==> config.mk <==
export PLATFORM = sky130hd
export DESIGN_NAME = rpn_lexer
export DESIGN_NICKNAME = d
export VERILOG_FILES = /design/src/rtl/rpn_pkg.sv /design/src/rtl/rpn_char_class.sv /design/src/rtl/rpn_lexer.sv
export SDC_FILE = /design/constraint.sdc
export NUM_CORES = 1
export LEC_CHECK = 0
export BUFFER_PORTS_ARGS = -buffer_cell sky130_fd_sc_hd__buf_2
export CAP_MARGIN = 20
export CORE_ASPECT_RATIO = 2
export CORE_MARGIN = 5
export CORE_UTILIZATION = 32
export CTS_BUF_LIST = sky130_fd_sc_hd__clkbuf_2
export DETAILED_ROUTE_END_ITERATION = 8
export SYNTH_ARGS = -nofsm -noshare
export SYNTH_HDL_FRONTEND = slang
export SYNTH_SLANG_ARGS = --single-unit
==> constraint.sdc <==
create_clock -name clk -period 3.9 [get_ports clk]
set_input_delay 0.39 -clock clk [delete_from_list [all_inputs] [get_ports clk]]
set_output_delay 0.39 -clock clk [all_outputs]
set_load 0.02 [all_outputs]
==> src/rtl/rpn_pkg.sv <==
// Shared RPN calculator definitions: operator codes (also used by op_controller),
// ASCII constants for operators and delimiters, and the lexer byte classes.
package rpn_pkg;

  localparam logic [3:0] OP_ADD     = 4'h0;
  localparam logic [3:0] OP_SUB     = 4'h1;
  localparam logic [3:0] OP_MUL     = 4'h2;
  localparam logic [3:0] OP_DIV     = 4'h3;
  localparam logic [3:0] OP_POP     = 4'h4;
  localparam logic [3:0] OP_UNKNOWN = 4'hf;

  localparam logic [7:0] ASCII_PLUS  = 8'h2b;
  localparam logic [7:0] ASCII_MINUS = 8'h2d;
  localparam logic [7:0] ASCII_STAR  = 8'h2a;
  localparam logic [7:0] ASCII_SLASH = 8'h2f;
  localparam logic [7:0] ASCII_DOT   = 8'h2e;
  localparam logic [7:0] ASCII_SPACE = 8'h20;
  localparam logic [7:0] ASCII_TAB   = 8'h09;
  localparam logic [7:0] ASCII_LF    = 8'h0a;
  localparam logic [7:0] ASCII_CR    = 8'h0d;
  localparam logic [7:0] ASCII_DEL   = 8'h7f;
  localparam logic [7:0] ASCII_ZERO  = 8'h30;
  localparam logic [7:0] ASCII_NINE  = 8'h39;

  typedef enum logic [2:0] {
    CLS_DIGIT,
    CLS_OPER,
    CLS_DELIM,
    CLS_IGNORE,
    CLS_OTHER
  } byte_class_e;

endpackage

==> src/rtl/rpn_char_class.sv <==
// Combinational byte decoder: ASCII byte -> {byte class, digit value, operator code}.
import rpn_pkg::*;

module rpn_char_class (
  input  logic [7:0]  byte_i,
  output byte_class_e cls_o,
  output logic [3:0]  digit_o,
  output logic [3:0]  op_o
);

  always_comb begin
    cls_o   = CLS_OTHER;
    op_o    = OP_UNKNOWN;
    digit_o = byte_i[3:0];
    if (byte_i >= ASCII_ZERO && byte_i <= ASCII_NINE) begin
      cls_o = CLS_DIGIT;
    end else begin
      case (byte_i)
        ASCII_PLUS:  begin cls_o = CLS_OPER; op_o = OP_ADD; end
        ASCII_MINUS: begin cls_o = CLS_OPER; op_o = OP_SUB; end
        ASCII_STAR:  begin cls_o = CLS_OPER; op_o = OP_MUL; end
        ASCII_SLASH: begin cls_o = CLS_OPER; op_o = OP_DIV; end
        ASCII_DOT:   begin cls_o = CLS_OPER; op_o = OP_POP; end
        ASCII_SPACE, ASCII_TAB, ASCII_LF, ASCII_CR: cls_o = CLS_DELIM;
        default: begin
          // Remaining control characters are line noise; anything printable is an unknown operator.
          if (byte_i < ASCII_SPACE || byte_i == ASCII_DEL) cls_o = CLS_IGNORE;
        end
      endcase
    end
  end

endmodule

==> src/rtl/rpn_lexer.sv <==
// RPN byte tokenizer: accumulates decimal operands and emits number/operator token pulses.
// Optional macro RPN_LEXER_OVF_EN: saturating accumulator with per-operand overflow flag.
//
// state     | meaning
// S_IDLE    | between tokens, no operand in progress
// S_NUM     | accumulating operand digits
// S_OPPEND  | number just emitted, its terminating operator goes out this cycle
import rpn_pkg::*;

module rpn_lexer #(
  parameter int unsigned WIDTH = 16
) (
  input  logic             clk,
  input  logic             rst_n,
  input  logic             rx_valid,
  input  logic [7:0]       rx_data,
  output logic             num_valid,
  output logic [WIDTH-1:0] num,
  output logic             is_op,
  output logic [3:0]       op,
  output logic             overflow
);

  localparam logic [1:0] S_IDLE   = 2'd0;
  localparam logic [1:0] S_NUM    = 2'd1;
  localparam logic [1:0] S_OPPEND = 2'd2;

  byte_class_e cls;
  logic [3:0]  digit;
  logic [3:0]  code;

  rpn_char_class u_char_class (
    .byte_i  (rx_data),
    .cls_o   (cls),
    .digit_o (digit),
    .op_o    (code)
  );

  logic [1:0]       state_q, state_d;
  logic [WIDTH-1:0] acc_q, acc_d;
  logic             ovf_q, ovf_d;
  logic [3:0]       pend_q, pend_d;
  logic             num_valid_q, num_valid_d;
  logic [WIDTH-1:0] num_q, num_d;
  logic             is_op_q, is_op_d;
  logic [3:0]       op_q, op_d;
  logic             overflow_q, overflow_d;

  logic [WIDTH-1:0] acc_next;
  logic             ovf_next;
  logic             byte_v;

`ifdef RPN_LEXER_OVF_EN
  logic [WIDTH+3:0] acc_ext;
  logic [WIDTH+3:0] mul10;
  assign acc_ext  = {4'b0000, acc_q};
  assign mul10    = (acc_ext << 3) + (acc_ext << 1) + {{WIDTH{1'b0}}, digit};
  assign ovf_next = ovf_q | (|mul10[WIDTH+3:WIDTH]);
  assign acc_next = ovf_next ? {WIDTH{1'b1}} : mul10[WIDTH-1:0];
`else
  assign ovf_next = 1'b0;
  assign acc_next = (acc_q << 3) + (acc_q << 1) + {{(WIDTH-4){1'b0}}, digit};
`endif

  assign byte_v = rx_valid && (cls != CLS_IGNORE);

  always_comb begin
    state_d     = state_q;
    acc_d       = acc_q;
    ovf_d       = ovf_q;
    pend_d      = pend_q;
    num_valid_d = 1'b0;
    num_d       = num_q;
    is_op_d     = 1'b0;
    op_d        = op_q;
    overflow_d  = 1'b0;

    if (state_q == S_OPPEND) begin
      is_op_d = 1'b1;
      op_d    = pend_q;
      state_d = S_IDLE;
    end

    case (state_q)
      S_NUM: begin
        if (byte_v) begin
          case (cls)
            CLS_DIGIT: begin
              acc_d = acc_next;
              ovf_d = ovf_next;
            end
            CLS_DELIM: begin
              num_valid_d = 1'b1;
              num_d       = acc_q;
              overflow_d  = ovf_q;
              ovf_d       = 1'b0;
              state_d     = S_IDLE;
            end
            default: begin
              num_valid_d = 1'b1;
              num_d       = acc_q;
              overflow_d  = ovf_q;
              ovf_d       = 1'b0;
              pend_d      = code;
              state_d     = S_OPPEND;
            end
          endcase
        end
      end
      default: begin
        if (byte_v) begin
          case (cls)
            CLS_DIGIT: begin
              acc_d   = {{(WIDTH-4){1'b0}}, digit};
              ovf_d   = 1'b0;
              state_d = S_NUM;
            end
            CLS_DELIM: ;
            default: begin
              // An operator landing on a pending one queues behind it rather than colliding.
              if (state_q == S_OPPEND) begin
                pend_d  = code;
                state_d = S_OPPEND;
              end else begin
                is_op_d = 1'b1;
                op_d    = code;
              end
            end
          endcase
        end
      end
    endcase
  end

  always_ff @(posedge clk or negedge rst_n) begin
    if (!rst_n) begin
      state_q     <= S_IDLE;
      acc_q       <= '0;
      ovf_q       <= 1'b0;
      pend_q      <= OP_UNKNOWN;
      num_valid_q <= 1'b0;
      num_q       <= '0;
      is_op_q     <= 1'b0;
      op_q        <= OP_UNKNOWN;
      overflow_q  <= 1'b0;
    end else begin
      state_q     <= state_d;
      acc_q       <= acc_d;
      ovf_q       <= ovf_d;
      pend_q      <= pend_d;
      num_valid_q <= num_valid_d;
      num_q       <= num_d;
      is_op_q     <= is_op_d;
      op_q        <= op_d;
      overflow_q  <= overflow_d;
    end
  end

  assign num_valid = num_valid_q;
  assign num       = num_q;
  assign is_op     = is_op_q;
  assign op        = op_q;
  assign overflow  = overflow_q;

endmodule
Yosys cells after proc, flatten, opt, wreduce, memory -nomap -nowiden. Cells that the tools add are included.

Register bits: 46. Input port bits: 11. Output and inout port bits: 23. Word-level logic and storage cells: 83.

Add/sub/neg operators: 2. Order comparisons: 3. Eq/ne operators: 14. Mux-type cells: 42. Bitwise gates (word level): 2. Reduce and logical (&&, ||, !) cells: 11.

Operator list (count): 16-bit two-way mux (5); 8-bit by 6-bit equality test with 1-bit output, second input constant (6); 4-bit two-way mux (12); 8-bit by 4-bit equality test with 1-bit output, second input constant (3); 4-bit one-hot mux with 5 select lines (1); 16-bit adder (1); 16-bit by 4-bit adder with 16-bit output (1); 1-bit two-way mux (14); 2-bit two-way mux (5); 8-bit by 7-bit equality test with 1-bit output, second input constant (1); 8-bit by 6-bit >= comparator with 1-bit output, second input constant (1); 8-bit by 6-bit <= comparator with 1-bit output, second input constant (1); 8-bit by 6-bit less-than comparator with 1-bit output, second input constant (1); 2-bit one-hot mux with 2 select lines (2); 3-bit two-way mux (2); 3-bit one-hot mux with 2 select lines (1); 3-bit AND reduction (2); 5-bit OR reduction (1); 4-bit OR reduction (1); 3-bit by 2-bit equality test with 1-bit output, second input constant (1); 3-bit zero test (1); 3-bit by 2-bit inequality test with 1-bit output, second input constant (1); 2-bit by 1-bit equality test with 1-bit output, second input constant (1); 2-bit equality test, second input constant (1); 6 further kinds (8).

Depth between registers and ports, before layout. Gate-level depths: netlist of the first run.

Word-level depth: 10. Depth in mapped cells: 9. Depth with buffers taken out: 9.

Hierarchy. A second synthesis of the first run with hierarchy kept.

Cell total of the unflattened synthesis: 319. Area, all modules: 2959.1 um^2.

By module, submodules not included: rpn_lexer (times used 1, cells each 283, area an instance 2718.9 um^2, seq. area each 1161.1 um^2); rpn_char_class (times used 1, cells each 36, area an instance 240.2 um^2, seq. area each 0.0 um^2).

Least setup slack after synthesis of the first run. No wires, ideal clock.

Path kind: input -> register. Start: in rx_data[3]. End: reg acc_q[13]. Setup time: 0.130 ns. Arrival: 2.554 ns. Required time: 3.770 ns. Path slack: 1.217 ns. Cell stages on the path: 8. Buffers on the path: 0. Path through: fa_1 ha_1 a21oi_1 o211ai_1 a2111oi_0 o21ai_0 xnor2_1 o21ai_0.

Cells in the longest elaborated chain, start to end: 8. Elaborated cells between the ends (all ways): 28. Those cells by class: add/sub (1); order compare (3); eq/ne (11); mux (6); reduce/logical (7).

RTL lines: from (decl) (RTL line rpn_lexer.sv:16) `input logic [7:0] rx_data,`; 8-bit by 6-bit less-than comparator with 1-bit output or 8-bit by 7-bit equality test with 1-bit output (tied branches) (RTL line rpn_char_class.sv:27) `if (byte_i < ASCII_SPACE || byte_i == ASCII_DEL) cls_o = CLS_IGNORE;`; 1-bit logical OR (RTL line rpn_char_class.sv:27); 3-bit two-way mux (RTL line rpn_char_class.sv:27); 3-bit one-hot mux with 2 select lines (RTL line rpn_char_class.sv:18) `case (byte_i)`; 3-bit two-way mux (RTL line rpn_char_class.sv:15) `if (byte_i >= ASCII_ZERO && byte_i <= ASCII_NINE) begin`; 3-bit by 2-bit inequality test with 1-bit output (RTL line rpn_lexer.sv:65) `assign byte_v = rx_valid && (cls != CLS_IGNORE);`; 1-bit logical AND (RTL line rpn_lexer.sv:65); 2-bit AND reduction (no line); to (signal assigned) (RTL line rpn_lexer.sv:138) `acc_q <= '0;`; to (signal assigned) (RTL line rpn_lexer.sv:148) `acc_q <= acc_d;`; to (decl) (RTL line rpn_lexer.sv:40) `logic [WIDTH-1:0] acc_q, acc_d;`.

Several ways; a longest one is shown, not always the timed one. The select of a mux whose other input is x is not followed. A chain may end at the register's enable or synchronous reset.

Final worst setup path of the first run.
Start: reg acc_q[0]. End: reg acc_q[13].

Cells in the longest elaborated chain, start to end: 5.

RTL lines: 16-bit adder (RTL line rpn_lexer.sv:62) `assign acc_next = (acc_q << 3) + (acc_q << 1) + {{(WIDTH-4){1'b0}}, digit};`; 16-bit by 4-bit adder with 16-bit output (RTL line rpn_lexer.sv:62); 16-bit two-way mux (RTL line rpn_lexer.sv:87) `case (cls)`; 16-bit two-way mux (RTL line rpn_lexer.sv:86) `if (byte_v) begin`; 16-bit two-way mux (RTL line rpn_lexer.sv:84) `case (state_q)`.

No other way between the ends. The select of a mux whose other input is x is not followed.

==> results of run 1 <==
==> placed cells by master (no fill, tap or decap), drive strengths merged, types with 2 or more instances in the layout <==
| cell | n |
|---|---|
| fa | 2 |
| clkinv | 2 |
| mux2i | 8 |
| xor2 | 6 |
| nand4 | 2 |
| buf | 36 |
| mux2 | 21 |
| xnor2 | 9 |
| or2 | 2 |
| nand2b | 2 |
| nor2b | 3 |
| a21o | 3 |
| clkbuf | 6 |
| inv | 7 |
| o21ai | 23 |
| nand3 | 7 |
| dfrtp | 38 |
| ha | 29 |
| o21bai | 3 |
| and2 | 3 |
| nand2 | 33 |
| a2111oi | 2 |
| nor4 | 3 |
| a21oi | 11 |
| nor2 | 6 |
| o21a | 2 |
| dfstp | 8 |
| nor3 | 2 |
| o31ai | 5 |
==> area by class of cell <==
class | instances | area [µm²] | area share, %
clock buffers | 6 | 30.0 | 0.950
clock inverters | 2 | 13.8 | 0.435
inverters | 7 | 26.3 | 0.831
multi-input cells | 200 | 1600 | 50.5
flip-flops and latches | 46 | 1160 | 36.7
well taps | 100 | 125 | 3.96
repair buffers | 37 | 210 | 6.65
==> flip-flops by register name (all words and copies together) (netlist names) <==
register / cells
acc_q: 16
num: 16
op: 4
pend_q: 4
state_q: 2
is_op: 1
num_valid: 1
overflow: 1
ovf_q: 1
==> cell families (layout without fill, tap and decap cells) <==
kind of cell	count (synthesis)	count (layout)	share of synthesized area, %
AND/OR/NAND/NOR	69	69	12.3
AO/OA/AOI/OAI	56	56	13.0
XOR/XNOR	15	15	4.62
multiplexers	29	29	12.1
adder cells (fa/ha/maj)	31	31	14.2
buffers and inverters	14	52	2.99
flip-flops	46	46	40.9
==> per-stage QoR <==
step	worst slack, ns	std cells	utilization [%]	hold WS [ns]
after CTS	0.862	396	36.2	0.0902
final	0.885	398	36.6	0.156
after global routing	0.509	398	36.6	0.101
after global placement	0.805	388	35.7	0.475
after detailed placement	0.779	388	35.7	0.475
after floorplan	1.22	260	-	0.0944
==> worst max-delay path: stages (launching register included) <==
cell       delay, ns
dfrtp_1         0.48
fa_1            0.53
ha_1            0.31
a21oi_1         0.18
o211ai_1        0.16
a2111oi_0       0.80
o21ai_0         0.22
xnor2_1         0.16
o21ai_0         0.13
==> power by group through the flow <==
stage,sequential (mW),combinational (mW),clock [mW]
2_1_floorplan,0.693,0.348,0
3_3_place_gp,0.650,0.545,0
3_5_place_dp,0.653,0.553,0
4_1_cts,0.644,0.557,0.222
5_1_grt,0.656,0.608,0.242
6_report,0.642,0.547,0.211
==> metal layers <==
layer | vias to the layer above | global-route usage, %
met5 | - | 0
met2 | 43 | 24.2
met3 | 17 | 2.08
met4 | 0 | 6.18
li1 | 1008 | -
met1 | 1014 | 10.6
==> path summary, 6_finish.rpt <==
kind / end / slack (ns)
setup / recovery: acc_q[13] / 0.89
hold / removal: ovf_q / 0.16
setup reg to reg: acc_q[13] / 0.89
hold reg to reg: op[2] / 0.50
max in group asynchronous: op[1] / 3.10
min in group asynchronous: is_op / 0.26
==> timing repair <==
item / 4_1_cts / 5_1_grt
hold buffers: 0 / 1
endpoints found under the setup margin: 0 / 0
endpoints found under the hold margin: 0 / 23
==> flow_summary.yaml, run 1 <==
run_status:
  status: "finished, final reports clean"
detailed_routing:
  drtIter0Drc: 61
  ant_nets: 0
  wl_met2_um: 3680
  vias_per_cell: 5.23
  routedLengthMet1_um: 2240
  route.detailed.drc: 0
  wl_met3_um: 184
  vias: 2082
  drt_first_pass_iters: 5
  wl_per_cell_um: 15.9
  routed_wl_um: 6310
  top_layer: "met4"
yosys:
  syn_area_um2: 2840
  avgSynthCellArea_um2: 10.9
  synth_most_common_cell: "dfrtp_1"
  synthArstFlopShare_pct: 100
  synth_commonest_cells: "dfrtp_1 (38), nand2_1 (33), ha_1 (29), o21ai_0 (21), mux2_2 (14)"
  yosys.area.top_type_share_pct: 33.5
  synth-edff-count: 0
  synth.top_cells.by_area: "dfrtp_1 (33%), ha_1 (13%), dfstp_2 (7.4%)"
  synth_ff_type: "dfrtp_1"
  yosysTopAreaCell: "dfrtp_1"
  syn_nets: 302
  synth_cell_type_count: 48
  ys_warn_count: 0
  seq_area_frac_synth_pct: 40.9
  postSynthCellCount: 260
  ys_seq_elements: 46
global_route:
  grtUsageTotal_pct: 11.8
  antenna_found_initial: 0
  gr-total-overflow: 0
  grt_pass1_wl_um: 10300
  grt_max_degree: 47
  grt_pass1_vias: 2175
timing:
  max_freq_mhz: 332
  fin_skew_ns: 0.0230
  slew_viol_final: 0
  period_share_pct: 77.3
  final.setup.tns_ns: 0
  rsz0062_at_grt: "false"
  fin_crit_ns: 3.01
  slew_headroom_pct: 39.2
  setup_viol: 0
  worst_slew_pin_slew_ns: 0.889
  hold_violations: 0
cells_and_area:
  nNetsFinal: 339
  fillers: 902
  area_delta_synth_final_pct: 11.3
  drive_above_1_share_pct: 26.5
  final_area_um2: 3160
  n_antenna_cell: 0
setup_path:
  regToRegStartpoint: "acc_q[0]"
  cp-end-kind: "flip-flop"
  startpoint: "acc_q[0]"
  required_ns: 4.29
  path_class: "flip-flop to flip-flop"
  cp-start-kind: "flip-flop"
  worstPathMaxFanout: 4
  arrival_ns: 3.41
  reg2reg_depth: 8
pwr:
  peakVddDrop_uv: 275
  power_switching_uw: 538
  leakage_nw: 1.56
  p_total_mw: 1.40
  power_frac_comb_pct: 39.1
  netSwitchingFraction_pct: 38.4
  seqPwrFrac_pct: 45.9
  p_per_area_nw_per_um2: 442
  p_clk_share_pct: 15.0
  internal_power_uw: 861
cts:
  clkLatencyLatePin_ns: 0.45
  post_cts_resized: 0
  cts_root_buffer: "clkbuf_2"
  cts.sinks: 46
  postCtsSetupBuffers: 0
  cts_buffers: 5
  clk_path_buf_depth: 2
  cts.clk_slew.worst_paths_ns: 0.24
  htreeDepth: 2
  cts_tree: "built"
floorplanning:
  die_h_um: 143
  core_um2: 8650
  start_util_pct: 32.9
  rows: 48
  die_w_um: 76.6
  die-area_um2: 11000
  io_pins: 34
placed_design:
  dp_hpwl_um: 4890
  gp_congestion: 0.853
  dpl_cell_area_um2: 3090
  portBuffers: 33
min_path:
  worstHoldPathCells: 2
  min_from: "rx_valid"
  hp-class: "input port to flip-flop"
run:
  drv_cap: 0
Note: power is estimated with default switching activity, not from simulation.
==> inputs of run 2 (changes only) <==
clock period = 2.6 ns   (was 3.9 ns; I/O delays follow)
==> flow_summary.yaml, run 2 (same netlist as run 1, synthesis figures left out) <==
setup_path:
  worstPathMaxFanout: 3
  regToRegStartpoint: "acc_q[0]"
  rrSetupSlack_ns: 0.05
  reg2reg_depth: 9
  cp-start-kind: "flip-flop"
  arrival_ns: 2.90
  cp-end-kind: "flip-flop"
  path_class: "flip-flop to flip-flop"
  r2r_end: "acc_q[11]"
  required_ns: 2.95
timing:
  slew_headroom_pct: 53.6
  setup_viol: 0
  timing.hold.ws_ns: 0.0911
  worst_slew_pin_slew_ns: 0.694
  hold_violations: 0
  fin_crit_ns: 2.55
  max_freq_mhz: 392
  fin_skew_ns: 0.0231
  setup_slack_ns: 0.0483
  slew_viol_final: 0
  period_share_pct: 98.1
  rsz0062_at_grt: "true"
cells_and_area:
  n_antenna_cell: 0
  final_cell_mix: "dfrtp_1 (38), nand2_1 (33), buf_2 (33)"
  layout_commonest_cell: "dfrtp_1"
  area_delta_synth_final_pct: 19.6
  final_area_um2: 3400
  drive_above_1_share_pct: 33.7
  nNetsFinal: 356
min_path:
  min_from: "rx_data[0]"
  hp-class: "input port to flip-flop"
  min_to: "acc_q[0]"
  worstHoldPathCells: 2
placed_design:
  post-place-ws_ns: -0.108
  dpl_cell_area_um2: 3180
  portBuffers: 33
  dp_hpwl_um: 5060
  gp_congestion: 0.811
cts:
  clkLatencyLatePin_ns: 0.45
  clk_path_buf_depth: 2
  cts.clk_slew.worst_paths_ns: 0.26
  htreeDepth: 2
  cts_tree: "built"
  cts.sinks: 46
  cts_buffers: 5
  cts_root_buffer: "clkbuf_2"
global_route:
  gr-total-overflow: 0
  grt_pass1_vias: 2288
  grtUsageTotal_pct: 12.4
  antenna_found_initial: 0
  grt_max_degree: 31
  grt_pass1_wl_um: 10900
detailed_routing:
  route.detailed.drc: 0
  routed_wl_um: 6570
  drtIter0Drc: 46
  vias_per_cell: 5.11
  vias: 2122
  wl_per_cell_um: 15.8
  drt_first_pass_iters: 4
  ant_nets: 0
pwr:
  peakVddDrop_uv: 447
  leakage_nw: 1.65
  p_per_area_nw_per_um2: 691
floorplanning:
  rows: 48
  core_um2: 8650
  die_w_um: 76.6
  die-area_um2: 11000
  io_pins: 34
  die_h_um: 143
  start_util_pct: 32.9
run_status:
  status: "finished, final reports clean"
run:
  drv_cap: 0
[run 2: through the flow]
stage	TNS (ns)	total power [mW]	std cells	util, %
6_report	0	2.35	415	39.3
5_1_grt	-0.155	2.52	415	39.3
2_1_floorplan	0	1.56	260	-
4_1_cts	-0.141	2.32	413	38.3
3_3_place_gp	-0.0230	1.83	398	36.7
3_5_place_dp	-0.217	1.85	398	36.7
[run 2: worst max path at each step]
stage,start,endpoint,slack [ns],cells past startpoint
2_1_floorplan,acc_q[0],acc_q[14],0.05,8
3_3_place_gp,rx_data[3],acc_q[15],-0.02,10
3_5_place_dp,rx_data[3],acc_q[15],-0.11,10
4_1_cts,acc_q[2],acc_q[15],-0.04,9
5_1_grt,acc_q[0],acc_q[13],-0.05,9
6_report,acc_q[0],acc_q[11],0.05,9
[run 2: worst max-delay path, stage by stage (launching register included)]
cell,delay (ns)
dfrtp_1,0.46
fa_2,0.60
ha_4,0.22
a21oi_4,0.13
o211ai_1,0.16
a2111oi_1,0.38
buf_4,0.21
buf_4,0.11
xor2_1,0.13
o21ai_1,0.07
[run 2: power breakdown]
part	switching, mW	internal (mW)	total, mW
Clock	0.262	0.169	0.431
Sequential	0.0798	0.874	0.954
Combinational	0.525	0.437	0.962
Total	0.867	1.48	2.35
[run 2: metal layers]
metal,GRT usage [%],part of all wire [%]
met5,0,0
met2,25.8,60
met1,11.2,35
met3,2.40,3.4
met4,4.61,1.5
[run 2: final cells by class]
cell class / instances / area (µm²)
Clock buffer: 5 / 25.0
Fill cell: 884 / 5250
Tap cell: 100 / 125
Inverter: 7 / 26.3
Sequential cell: 46 / 1160
Clock inverter: 3 / 48.8
Timing Repair Buffer: 54 / 340
Multi-Input combinational cell: 200 / 1670
[run 2: timing repair]
action / 4_1_cts / 5_1_grt
gates cloned: 0 / 0
hold endpoints to repair: 17 / 0
resized for setup: 5 / 13
endpoints found under the setup margin: 6 / 6
pin swaps: 9 / 14
setup buffers: 5 / 2
hold buffers: 2 / 0
